<file path="src/rtl/uart_tx_arbiter_if.sv">
// ----------------------------------------------------------------------------
// uart_tx_arbiter_if
//   Bundles the requester handshake and the uart_tx hand-off signals that the
//   arbiter sits between.
//
//   Signals
//     req_valid [NREQ-1:0]   requester i offers a byte
//     req_data  [8*NREQ-1:0] flattened request bytes, byte i at [8i+7:8i]
//     req_last  [NREQ-1:0]   last byte of a locked burst (UART_ARB_LOCK_EN only)
//     req_ready [NREQ-1:0]   one-cycle capture pulse back to requester i
//     tx_ready               uart_tx idle
//     tx_accept              uart_tx latched tx_byte this cycle
//     tx_start               start request to uart_tx
//     tx_byte   [7:0]        byte presented to uart_tx
//
//   Modports
//     slave  : arbiter view (serves requesters, drives uart_tx)
//     master : environment view (requesters plus uart_tx)
//
//   Optional feature macro: UART_ARB_LOCK_EN adds req_last.
// ----------------------------------------------------------------------------
interface uart_tx_arbiter_if #(
  parameter int NREQ = 4
);
  logic [NREQ-1:0]   req_valid;
  logic [8*NREQ-1:0] req_data;
  logic [NREQ-1:0]   req_ready;
`ifdef UART_ARB_LOCK_EN
  logic [NREQ-1:0]   req_last;
`endif
  logic              tx_ready;
  logic              tx_accept;
  logic              tx_start;
  logic [7:0]        tx_byte;

`ifdef UART_ARB_LOCK_EN
  modport slave (
    input  req_valid, req_data, req_last, tx_ready, tx_accept,
    output req_ready, tx_start, tx_byte
  );
  modport master (
    output req_valid, req_data, req_last, tx_ready, tx_accept,
    input  req_ready, tx_start, tx_byte
  );
`else
  modport slave (
    input  req_valid, req_data, tx_ready, tx_accept,
    output req_ready, tx_start, tx_byte
  );
  modport master (
    output req_valid, req_data, tx_ready, tx_accept,
    input  req_ready, tx_start, tx_byte
  );
`endif
endinterface

</file>
<file path="src/rtl/uart_tx_arbiter.sv">
// ----------------------------------------------------------------------------
// uart_tx_arbiter
//   Shares one uart_tx transmitter between NREQ byte producers with
//   round-robin arbitration, one byte per grant. A granted byte is captured
//   and acknowledged immediately (req_ready pulse), then offered to uart_tx
//   via tx_start/tx_byte until tx_accept. A one-cycle GAP follows every
//   accept so uart_tx can drop tx_ready before the next arbitration.
//
//   Parameters
//     NREQ        number of requesters (2..8)
//     ACC_TIMEOUT cycles allowed in ISSUE before the hand-off is aborted
//
//   Ports
//     clk          system clock, rising edge
//     rstn         synchronous active-low reset
//     bus          uart_tx_arbiter_if.slave (requesters + uart_tx hand-off)
//     grant_id     index of the last/current granted requester
//     busy         high whenever the FSM is not IDLE
//     timeout_err  one-cycle pulse when a hand-off times out
//
//   Optional feature macro: UART_ARB_LOCK_EN. When defined, a byte captured
//   with req_last=0 locks arbitration to that requester until a byte with
//   req_last=1 is captured. The lock survives timeout aborts.
// ----------------------------------------------------------------------------
module uart_tx_arbiter #(
  parameter int NREQ        = 4,
  parameter int ACC_TIMEOUT = 1024
) (
  input  logic                    clk,
  input  logic                    rstn,
  uart_tx_arbiter_if.slave        bus,
  output logic [$clog2(NREQ)-1:0] grant_id,
  output logic                    busy,
  output logic                    timeout_err
);

  localparam int IW = $clog2(NREQ);
  localparam int CW = $clog2(ACC_TIMEOUT);

  typedef enum logic [1:0] {
    IDLE  = 2'd0,
    ISSUE = 2'd1,
    GAP   = 2'd2
  } state_t;

  state_t            state_r;
  state_t            state_s;
  logic [IW-1:0]     ptr_r;
  logic [CW-1:0]     cnt_r;
  logic              tx_start_r;
  logic [7:0]        tx_byte_r;
  logic [NREQ-1:0]   req_ready_r;
  logic [IW-1:0]     grant_id_r;
  logic              busy_r;
  logic              timeout_err_r;

  logic [NREQ-1:0]   cand_s;
  logic              pick_found_s;
  logic [IW-1:0]     pick_idx_s;
  logic              grant_s;
  logic              abort_s;

  logic [IW-1:0]     ptr_d;
  logic [CW-1:0]     cnt_d;
  logic              tx_start_d;
  logic [7:0]        tx_byte_d;
  logic [NREQ-1:0]   req_ready_d;
  logic [IW-1:0]     grant_id_d;
  logic              busy_d;
  logic              timeout_err_d;

`ifdef UART_ARB_LOCK_EN
  logic              lock_r;
  logic              lock_d;
`endif

  // Round-robin search starting at ptr, wrapping NREQ-1 -> 0.
  // Returns {found, index}.
  function automatic logic [IW:0] rr_pick(input logic [NREQ-1:0] cand,
                                          input logic [IW-1:0]   ptr);
    logic          found;
    logic [IW-1:0] sel;
    logic [IW-1:0] pos;
    int            idx;
    found = 1'b0;
    sel   = {IW{1'b0}};
    for (int k = 0; k < NREQ; k++) begin
      idx = int'(ptr) + k;
      idx = (idx >= NREQ) ? (idx - NREQ) : idx;
      pos = idx[IW-1:0];
      if (!found && cand[pos]) begin
        found = 1'b1;
        sel   = pos;
      end else begin
        found = found;
      end
    end
    return {found, sel};
  endfunction

  // Candidate set: while locked only the locked requester may be granted.
  always_comb begin
    cand_s = bus.req_valid;
`ifdef UART_ARB_LOCK_EN
    if (lock_r) begin
      cand_s = bus.req_valid & (NREQ'(1'b1) << grant_id_r);
    end else begin
      cand_s = bus.req_valid;
    end
`endif
    {pick_found_s, pick_idx_s} = rr_pick(cand_s, ptr_r);
  end

  // Grant and abort qualifiers shared by next-state and output logic.
  always_comb begin
    grant_s = (state_r == IDLE) && bus.tx_ready && pick_found_s;
    abort_s = (state_r == ISSUE) && !bus.tx_accept && (cnt_r == CW'(ACC_TIMEOUT - 1));
  end

  // State register.
  always_ff @(posedge clk) begin
    if (!rstn) begin
      state_r <= IDLE;
    end else begin
      state_r <= state_s;
    end
  end

  // Next-state logic; accept wins over a coincident timeout.
  always_comb begin
    state_s = state_r;
    case (state_r)
      IDLE: begin
        if (grant_s) begin
          state_s = ISSUE;
        end else begin
          state_s = IDLE;
        end
      end
      ISSUE: begin
        if (bus.tx_accept) begin
          state_s = GAP;
        end else if (abort_s) begin
          state_s = IDLE;
        end else begin
          state_s = ISSUE;
        end
      end
      GAP:     state_s = IDLE;
      default: state_s = IDLE;
    endcase
  end

  // Output logic: next values of the registered outputs and datapath.
  always_comb begin
    tx_start_d    = (state_s == ISSUE);
    busy_d        = (state_s != IDLE);
    timeout_err_d = abort_s;
    req_ready_d   = {NREQ{1'b0}};
    tx_byte_d     = tx_byte_r;
    grant_id_d    = grant_id_r;
    ptr_d         = ptr_r;
    cnt_d         = cnt_r;
`ifdef UART_ARB_LOCK_EN
    lock_d        = lock_r;
`endif
    if (grant_s) begin
      req_ready_d = NREQ'(1'b1) << pick_idx_s;
      tx_byte_d   = bus.req_data[{pick_idx_s, 3'b000} +: 8];
      grant_id_d  = pick_idx_s;
      ptr_d       = (pick_idx_s == IW'(NREQ - 1)) ? {IW{1'b0}} : (pick_idx_s + IW'(1));
      cnt_d       = {CW{1'b0}};
`ifdef UART_ARB_LOCK_EN
      lock_d      = ~bus.req_last[pick_idx_s];
`endif
    end else if (state_r == ISSUE) begin
      cnt_d = cnt_r + CW'(1);
    end else begin
      cnt_d = cnt_r;
    end
  end

  // Registered outputs, round-robin pointer and timeout counter.
  always_ff @(posedge clk) begin
    if (!rstn) begin
      tx_start_r    <= 1'b0;
      tx_byte_r     <= 8'h00;
      req_ready_r   <= {NREQ{1'b0}};
      grant_id_r    <= {IW{1'b0}};
      busy_r        <= 1'b0;
      timeout_err_r <= 1'b0;
      ptr_r         <= {IW{1'b0}};
      cnt_r         <= {CW{1'b0}};
`ifdef UART_ARB_LOCK_EN
      lock_r        <= 1'b0;
`endif
    end else begin
      tx_start_r    <= tx_start_d;
      tx_byte_r     <= tx_byte_d;
      req_ready_r   <= req_ready_d;
      grant_id_r    <= grant_id_d;
      busy_r        <= busy_d;
      timeout_err_r <= timeout_err_d;
      ptr_r         <= ptr_d;
      cnt_r         <= cnt_d;
`ifdef UART_ARB_LOCK_EN
      lock_r        <= lock_d;
`endif
    end
  end

  assign bus.tx_start  = tx_start_r;
  assign bus.tx_byte   = tx_byte_r;
  assign bus.req_ready = req_ready_r;
  assign grant_id      = grant_id_r;
  assign busy          = busy_r;
  assign timeout_err   = timeout_err_r;

endmodule

</file>
<file path="src/flat_wrapper.sv">
// flat-port wrapper written by rule: the top's interface ports become plain ports
module uart_tx_arbiter_flat 
#(
  parameter int NREQ        = 4,
  parameter int ACC_TIMEOUT = 1024
)
  (clk, rstn, grant_id, busy, timeout_err, bus_req_valid, bus_req_data, bus_tx_ready, bus_tx_accept, bus_req_ready, bus_tx_start, bus_tx_byte);
  uart_tx_arbiter_if #(.NREQ(NREQ)) bus_i ();
  input  logic clk;
  input  logic rstn;
  output logic [$clog2(NREQ)-1:0] grant_id;
  output logic busy;
  output logic timeout_err;
  input wire logic [$bits(bus_i.req_valid)-1:0] bus_req_valid;
  input wire logic [$bits(bus_i.req_data)-1:0] bus_req_data;
  input wire logic [$bits(bus_i.tx_ready)-1:0] bus_tx_ready;
  input wire logic [$bits(bus_i.tx_accept)-1:0] bus_tx_accept;
  output wire logic [$bits(bus_i.req_ready)-1:0] bus_req_ready;
  output wire logic [$bits(bus_i.tx_start)-1:0] bus_tx_start;
  output wire logic [$bits(bus_i.tx_byte)-1:0] bus_tx_byte;
  assign bus_i.req_valid = bus_req_valid;
  assign bus_i.req_data = bus_req_data;
  assign bus_i.tx_ready = bus_tx_ready;
  assign bus_i.tx_accept = bus_tx_accept;
  assign bus_req_ready = bus_i.req_ready;
  assign bus_tx_start = bus_i.tx_start;
  assign bus_tx_byte = bus_i.tx_byte;
  uart_tx_arbiter #(.NREQ(NREQ), .ACC_TIMEOUT(ACC_TIMEOUT)) u_core (.clk(clk), .rstn(rstn), .bus(bus_i), .grant_id(grant_id), .busy(busy), .timeout_err(timeout_err));
endmodule
</file>
<file path="config.mk">
export PLATFORM = sky130hd
export DESIGN_NAME = uart_tx_arbiter_flat
export DESIGN_NICKNAME = d
export VERILOG_FILES = /design/src/rtl/uart_tx_arbiter_if.sv /design/src/rtl/uart_tx_arbiter.sv /design/src/flat_wrapper.sv
export SDC_FILE = /design/constraint.sdc
export NUM_CORES = 1
export LEC_CHECK = 0
export ABC_CLOCK_PERIOD_IN_PS = 4500
export CAP_MARGIN = 15
export CORE_MARGIN = 5
export CORE_UTILIZATION = 47
export DETAILED_ROUTE_END_ITERATION = 8
export PLACE_DENSITY = 0.87
export SETUP_SLACK_MARGIN = 0.4
export SYNTH_ARGS = -nofsm -noshare
export SYNTH_HDL_FRONTEND = slang
export SYNTH_SLANG_ARGS = --single-unit
</file>
<file path="constraint.sdc">
create_clock -name clk -period 4.5 [get_ports clk]
set_input_delay 0.45 -clock clk [delete_from_list [all_inputs] [get_ports clk]]
set_output_delay 0.45 -clock clk [all_outputs]
set_load 0.02 [all_outputs]
</file>
==> results of run 1 <==
worst paths after layout:
path         slack, ns                from                    end
max               2.27    bus_req_valid[1]  u_core.bus.tx_byte[0]
min               0.45  u_core.grant_id[1]     u_core.grant_id[1]
max reg2reg       2.54     u_core.ptr_r[0]  u_core.bus.tx_byte[1]
min reg2reg       0.45  u_core.grant_id[1]     u_core.grant_id[1]
critical path, cell delays in order:
cell                              delay, ns
sky130_fd_sc_hd__clkdlybuf4s50_1       0.52
sky130_fd_sc_hd__or4_1                 0.56
sky130_fd_sc_hd__and3_1                0.31
sky130_fd_sc_hd__nand2_1               0.26
sky130_fd_sc_hd__a211oi_1              0.09
sky130_fd_sc_hd__a221o_1               0.27
area by class of cell:
class,instances,area [sq um]
fill,252,865
multi-input combinational,145,878
timing repair buffer,56,561
sequential,31,621
clock inverter,2,60.1
clock buffer,6,41.3
tap,44,55.1
inverter,6,22.5
power by group:
group          leakage [nW]  total (mW)  internal [mW]  switching (mW)
clock                0.0525       0.267          0.173          0.0942
sequential            0.253       0.304          0.292          0.0124
combinational         0.531       0.186         0.0883          0.0972
total                 0.836       0.757          0.553           0.204
cell usage in the layout, fill, tap and decap left out, types with 2 or more instances in the layout:
master and n:
sky130_fd_sc_hd__clkbuf_4 5, sky130_fd_sc_hd__or4_1 2, sky130_fd_sc_hd__nand2_1 25, sky130_fd_sc_hd__a221o_1 3, sky130_fd_sc_hd__xor2_1 7, sky130_fd_sc_hd__dfxtp_1 31
sky130_fd_sc_hd__a32o_1 3, sky130_fd_sc_hd__and3_1 3, sky130_fd_sc_hd__nand4_1 5, sky130_fd_sc_hd__nor2_1 20, sky130_fd_sc_hd__a211oi_1 4, sky130_fd_sc_hd__a21oi_1 2
sky130_fd_sc_hd__a211o_1 3, sky130_fd_sc_hd__bufinv_16 2, sky130_fd_sc_hd__o21ai_0 10, sky130_fd_sc_hd__xnor2_1 2, sky130_fd_sc_hd__inv_1 6, sky130_fd_sc_hd__nor2b_1 5
sky130_fd_sc_hd__nor2_2 2, sky130_fd_sc_hd__nand3_1 19, sky130_fd_sc_hd__nor3_1 4, sky130_fd_sc_hd__and4_1 2, sky130_fd_sc_hd__o211ai_1 4, sky130_fd_sc_hd__clkdlybuf4s50_1 56
sky130_fd_sc_hd__o31ai_1 3
registers in the layout, summed over array words and instances, names as in the netlist:
| signal | count |
|---|---|
| u_core.bus.tx_byte | 8 |
| u_core.timeout_err | 1 |
| u_core.bus.req_ready | 4 |
| u_core.grant_id | 2 |
| u_core.busy | 1 |
| u_core.cnt_r | 10 |
| u_core.ptr_r | 2 |
| u_core.bus.tx_start | 1 |
| u_core.state_r | 2 |
synthesized netlist by cell type, types with 2 or more instances:
cell | instances | share of area (%)
sky130_fd_sc_hd__xnor2_1 | 2 | 1.1
sky130_fd_sc_hd__o31ai_1 | 3 | 1.4
sky130_fd_sc_hd__inv_1 | 6 | 1.4
sky130_fd_sc_hd__a21oi_1 | 2 | 0.64
sky130_fd_sc_hd__xor2_1 | 7 | 3.9
sky130_fd_sc_hd__nor2b_1 | 5 | 2.0
sky130_fd_sc_hd__a211o_1 | 3 | 1.7
sky130_fd_sc_hd__nand4_1 | 5 | 2.0
sky130_fd_sc_hd__clkbuf_1 | 2 | 0.48
sky130_fd_sc_hd__or4_1 | 2 | 0.96
sky130_fd_sc_hd__a221o_1 | 3 | 1.9
sky130_fd_sc_hd__and3_1 | 3 | 1.2
sky130_fd_sc_hd__a211oi_1 | 4 | 1.9
sky130_fd_sc_hd__nor3_1 | 4 | 1.3
sky130_fd_sc_hd__nor2_2 | 2 | 0.80
sky130_fd_sc_hd__nand3_1 | 19 | 6.1
sky130_fd_sc_hd__dfxtp_1 | 31 | 40
sky130_fd_sc_hd__buf_2 | 4 | 1.3
sky130_fd_sc_hd__o211ai_1 | 4 | 1.9
sky130_fd_sc_hd__and4_1 | 2 | 1.1
sky130_fd_sc_hd__a32o_1 | 3 | 1.9
sky130_fd_sc_hd__o21ai_0 | 10 | 3.2
sky130_fd_sc_hd__nor2_1 | 20 | 4.8
sky130_fd_sc_hd__nand2_1 | 25 | 6.0
through the flow:
step	instances	instance area (sq um)
floorplan	189	1560
global placement	282	2140
detailed placement	282	2140
CTS	290	2240
global route	290	2240
finish	290	2240
cell families after synthesis:
| family | Yosys count | share of synthesized area [%] |
|---|---|---|
| simple gates | 93 | 30.3 |
| flops | 31 | 39.9 |
| buf+inv | 13 | 3.70 |
| compound gates | 41 | 19.6 |
| xor+xnor | 9 | 5.06 |
| fa+ha+maj | 1 | 0.804 |
| mux | 1 | 0.643 |
per-layer routing:
layer	part of all wire [%]	vias up	GRT usage (%)
met1	44	731	27.4
met3	11	11	5.82
met4	0.97	0	5.57
met5	0	-	0
met2	44	103	31.0
li1	-	800	-
==> qor.yml, run 1 <==
wl_mm: 4.32
p_leak_nw: 0.836
gr-usage-all-layers_pct: 20.2
hold_path.class: "register to register"
cp_max_fo: 11
h-tree-depth: 2
fin_hold_ws_ns: 0.451
post_cts_resize_count: 0
yosys.cell_types.count: 42
netlist_area_sq_um: 1560
yosysSeqAreaShare_pct: 39.9
clkSlewWorstSetupHoldPaths_ns: 0.10
finalHoldViolCount: 0
initial_antenna_violation_count: 0
max_slew.worst_pin.slew_ns: 0.524
crit_arrival_ns: 2.46
dp_slack_ns: 1.94
placement_rows: 20
first_global_vias: 1594
worst_ep_required_time_ns: 4.73
post_drt_wl_per_cell_microns: 14.9
rsz0062_at_grt: "no"
postRouteAntennaNets: 0
synth_seq_cells: 31
drtPass1Iterations: 4
postSynth.asyncResetShare_pct: 0
result_of_the_run: "complete, no violations"
setup.worst_path.class: "input port to register"
insertion_delay_ns: 0.33
grt_start_max_net_pins: 14
design.final.nets: 286
gr-total-overflow: 0
synth_edf_count: 0
cts_post_setup_buffers_inserted: 0
detail_route.drc_violations: 0
drt-vias-per-instance: 5.67
tritoncts: "done"
final.setup.worst_slack_ns: 2.27
cap_violations: 0
cts_inserted_buffers: 5
final.min_clock_period_ns: 2.23
final-setup-viol-count: 0
drive_gt1_share_pct: 5.69
r2r_cells: 5
timing.critical_path.from_type: "input port"
power.density_nw_per_um2: 338
power.ir.vdd_worst_mv: 0.222
boundaryPins: 57
port-buffer-count: 56
syn-mean-instance-area_sq_um: 8.24
fin_skew_ns: 0.00833
power_uw: 757
initial_core_util_pct: 50.2
yosysWarningCount: 0
synth-main-ff-cell: "sky130_fd_sc_hd__dfxtp_1"
drt_first_iter_violations: 190
post-dp-hpwl_mm: 3.21
hold_buffers: 0
synth.net_count: 230
hold_path_depth: 2
placeableCoreArea_sq_um: 3100
totalNegativeSetupSlack_ns: 0
antenna-diode-count: 0
dieWidth_microns: 67.5
max-slew-margin-rel_pct: 64.9
routed-via-count: 1645
cts_buffer_depth: 2
cts_num_sinks: 31
globalplace.congestion: 0.893
max_freq_ghz: 0.448
clk_root_buffer_cell: "sky130_fd_sc_hd__clkbuf_4"
grt_pass1_wl_mm: 7.07
end_kind: "register"
share_of_the_core_filled_with_cells_in_the_final_layout_pct: 72.1
area_growth_syn_to_layout_pct: 43.8
final_worst_path_cycle_share_pct: 49.6
die_height_microns: 67.5
final-max-slew-violation-count: 0
die_area_sq_um: 4560
syn-instance-count: 189
Power figures use the tool's default switching activity.
==> inputs of run 2 (changes only) <==
- ABC_CLOCK_PERIOD_IN_PS: 4500 -> 1900
- CORE_UTILIZATION: 47 -> 40
- PLACE_DENSITY: 0.87 -> 0.79
- clock period: 4.5 -> 1.9 ns (I/O delays scaled with it)
==> run 2 against run 1 <==
Effect of this change: design area is 16% higher; flip-flop and latch count stayed put; via count is 6.6% higher; setup slack worse by 2.0 ns; critical path type is now register to register; largest power group unchanged; highest routed layer unchanged.
==> qor.yml, run 2 (synthesis results as in run 1) <==
gr-total-overflow: 0  # unchanged
wl_mm: 4.90  # +14%
max_freq_ghz: 0.611
drt-vias-per-instance: 5.33  # -6.0%
drive_gt1_share_pct: 26.0  # +20 points
max_slew.worst_pin.slew_ns: 0.414  # -0.110 ns
timing.critical_path.from_type: "register"
fillers: 296  # +17%
clk_root_buffer_cell: "sky130_fd_sc_hd__clkbuf_8"
result_of_the_run: "complete, no violations"
drtPass1Iterations: 4  # unchanged
tritoncts: "done"
finalHoldViolCount: 0  # unchanged
boundaryPins: 57  # unchanged
largest_register_ff_count: 10  # unchanged
regMostFlops: "u_core.cnt_r"
power_switching_share_pct: 29.2  # +2.3 points
cp.buffers_inverters: 1  # unchanged
first_global_vias: 1807  # +13%
insertion_delay_ns: 0.28  # -0.05 ns
drt_first_iter_violations: 128  # -33%
combinationalPowerShare_pct: 31.0  # +6.5 points
worst_ep_required_time_ns: 2.07  # -2.66 ns
power.density_nw_per_um2: 721  # +110%
port-buffer-count: 56  # unchanged
initial_antenna_violation_count: 0  # unchanged
mostFrequentLayoutCells: "sky130_fd_sc_hd__clkdlybuf4s50_1, sky130_fd_sc_hd__buf_4, sky130_fd_sc_hd__dfxtp_1"
final-max-slew-violation-count: 0  # unchanged
fin_hold_ws_ns: 0.456  # +0.00539 ns
fin_skew_ns: 0.00496  # -0.00337 ns
max-slew-margin-rel_pct: 72.3  # +7.3 points
setup.worst_path.class: "register to register"
cp-startpoint: "u_core.ptr_r[1]"
area_growth_syn_to_layout_pct: 67.5
cts_inserted_buffers: 5  # unchanged
totalNegativeSetupSlack_ns: 0  # unchanged
critPathMaxStageDelay_ns: 0.55  # about the same
end_kind: "register"
rsz0062_at_grt: "yes"
die_area_sq_um: 5240  # +15%
timing.critical_path.slowest_stage_cell: "sky130_fd_sc_hd__or4_4"
internal_power_mw: 1.33  # +140%
placement_rows: 22  # +10%
worstReg2RegStart: "u_core.ptr_r[1]"
critPathTopFamily: "simple AND/OR/NAND/NOR gates"
hold_path_startpoint: "bus_req_valid[0]"
power.ir.vdd_worst_mv: 0.463  # +110%
design.final.nets: 321  # +12%
cts_num_sinks: 31  # unchanged
gr-usage-all-layers_pct: 18.9  # -1.2 points
p_leak_nw: 1.06  # +26%
globalplace.congestion: 0.911  # +2.0%
p_clk_share_pct: 30.6  # -4.7 points
detail_route.drc_violations: 0  # unchanged
h-tree-depth: 2  # unchanged
die_height_microns: 72.4  # +7.2%
cap_violations: 0  # unchanged
postRouteAntennaNets: 0  # unchanged
post_layout_nonfiller_instances: 329  # +13%
fraction_of_power_consumed_by_sequential_logic_pct: 38.4  # -1.8 points
final_worst_path_cycle_share_pct: 86.2
placeableCoreArea_sq_um: 3720  # +20%
initial_core_util_pct: 41.9  # -8.3 points
grt_pass1_wl_mm: 7.94  # +12%
clkSlewWorstSetupHoldPaths_ns: 0.06  # -0.04 ns
worst_path_cell_trace: "or4_4 > buf_6 > nand2_4 > o31ai_1 > a221o_1"
final-setup-viol-count: 0  # unchanged
post-dp-hpwl_mm: 3.66  # +14%
final.min_clock_period_ns: 1.64
antenna-diode-count: 0  # unchanged
hold_path.class: "input port to register"
grt_start_max_net_pins: 11  # -3
dp_cells: 316  # +12%
cp_max_fo: 8  # -3
switchingPower_uw: 550  # +170%
crit_arrival_ns: 1.81  # -0.65 ns
mostFrequentLayoutCell: "sky130_fd_sc_hd__clkdlybuf4s50_1"
cts_buffer_depth: 2  # unchanged
power_mw: 1.88  # +150%
dieWidth_microns: 72.4  # +7.2%
routed-via-count: 1754  # +6.6%
post_drt_wl_per_cell_microns: 14.9  # about the same
## run 2: cell types whose count changed in the layout (fill, tap and decap cells not counted), moves of 3 or more
cell / previous run / this run
sky130_fd_sc_hd__clkbuf_8: 0 / 7
sky130_fd_sc_hd__dfxtp_1: 31 / 27
sky130_fd_sc_hd__dlygate4sd2_1: 0 / 3
sky130_fd_sc_hd__nor2b_1: 5 / 0
sky130_fd_sc_hd__buf_4: 0 / 32
sky130_fd_sc_hd__nor2b_2: 0 / 4
sky130_fd_sc_hd__nand2_2: 0 / 3
sky130_fd_sc_hd__nand2_1: 25 / 22
sky130_fd_sc_hd__clkdlybuf4s50_1: 56 / 51
sky130_fd_sc_hd__dfxtp_2: 0 / 3
sky130_fd_sc_hd__clkbuf_4: 5 / 0
## run 2: worst paths after layout
check                                  to  slack [ns]  depth (start not counted)
hold reg to reg        u_core.grant_id[1]        0.47                          2
hold / removal    u_core.bus.req_ready[0]        0.46                          4
setup / recovery    u_core.bus.tx_byte[0]        0.26                          5
setup reg to reg    u_core.bus.tx_byte[0]        0.26                          5
## run 2: layer usage
metal,track usage [%],vias up,wire length [microns]
met2,32.6,77,2360
met3,6.09,7,455
li1,-,867,-
met4,5.74,0,57
met1,22.3,803,2030
met5,0,-,0
## run 2: worst min-delay path, cell delays in order
cell and delay, ns:
sky130_fd_sc_hd__clkdlybuf4s15_1 0.22, sky130_fd_sc_hd__inv_1 0.10, sky130_fd_sc_hd__a211oi_2 0.05, sky130_fd_sc_hd__buf_4 0.14
## run 2: timing repair
action                                  CTS  global route
hold buffers                              0             0
setup buffers                             3             1
gates resized for setup                  18            15
hold endpoints to repair                  0             0
cloned                                    1             0
pin swaps                                 3             7
endpoints found under the setup margin   28            21
## run 2: stage by stage
step | utilization, % | setup WS [ns] | area [sq um]
6_report | 70.2 | 0.263 | 2610
4_1_cts | 68.6 | 0.273 | 2550
2_1_floorplan | - | 0.330 | 1590
5_1_grt | 70.2 | 0.215 | 2610
3_3_place_gp | 64.1 | -0.196 | 2380
3_5_place_dp | 64.1 | -0.235 | 2380
## run 2: cell type report
type | count | area, sq um | area share (%)
Multi-Input combinational cell | 145 | 966 | 37.0
Timing Repair Buffer | 91 | 827 | 31.7
Sequential cell | 31 | 628 | 24.1
Clock buffer | 7 | 96.3 | 3.69
Tap cell | 48 | 60.1 | 2.30
Inverter | 6 | 22.5 | 0.864
Clock inverter | 1 | 7.51 | 0.288
## run 2: power groups by stage
stage               registers [mW]  logic, mW  clock network [mW]
finish                       0.723      0.583               0.575
global route                 0.729      0.624               0.627
CTS                          0.722      0.562               0.588
detailed placement           0.736      0.530                   0
global placement             0.736      0.526                   0
floorplan                    0.768      0.221                   0
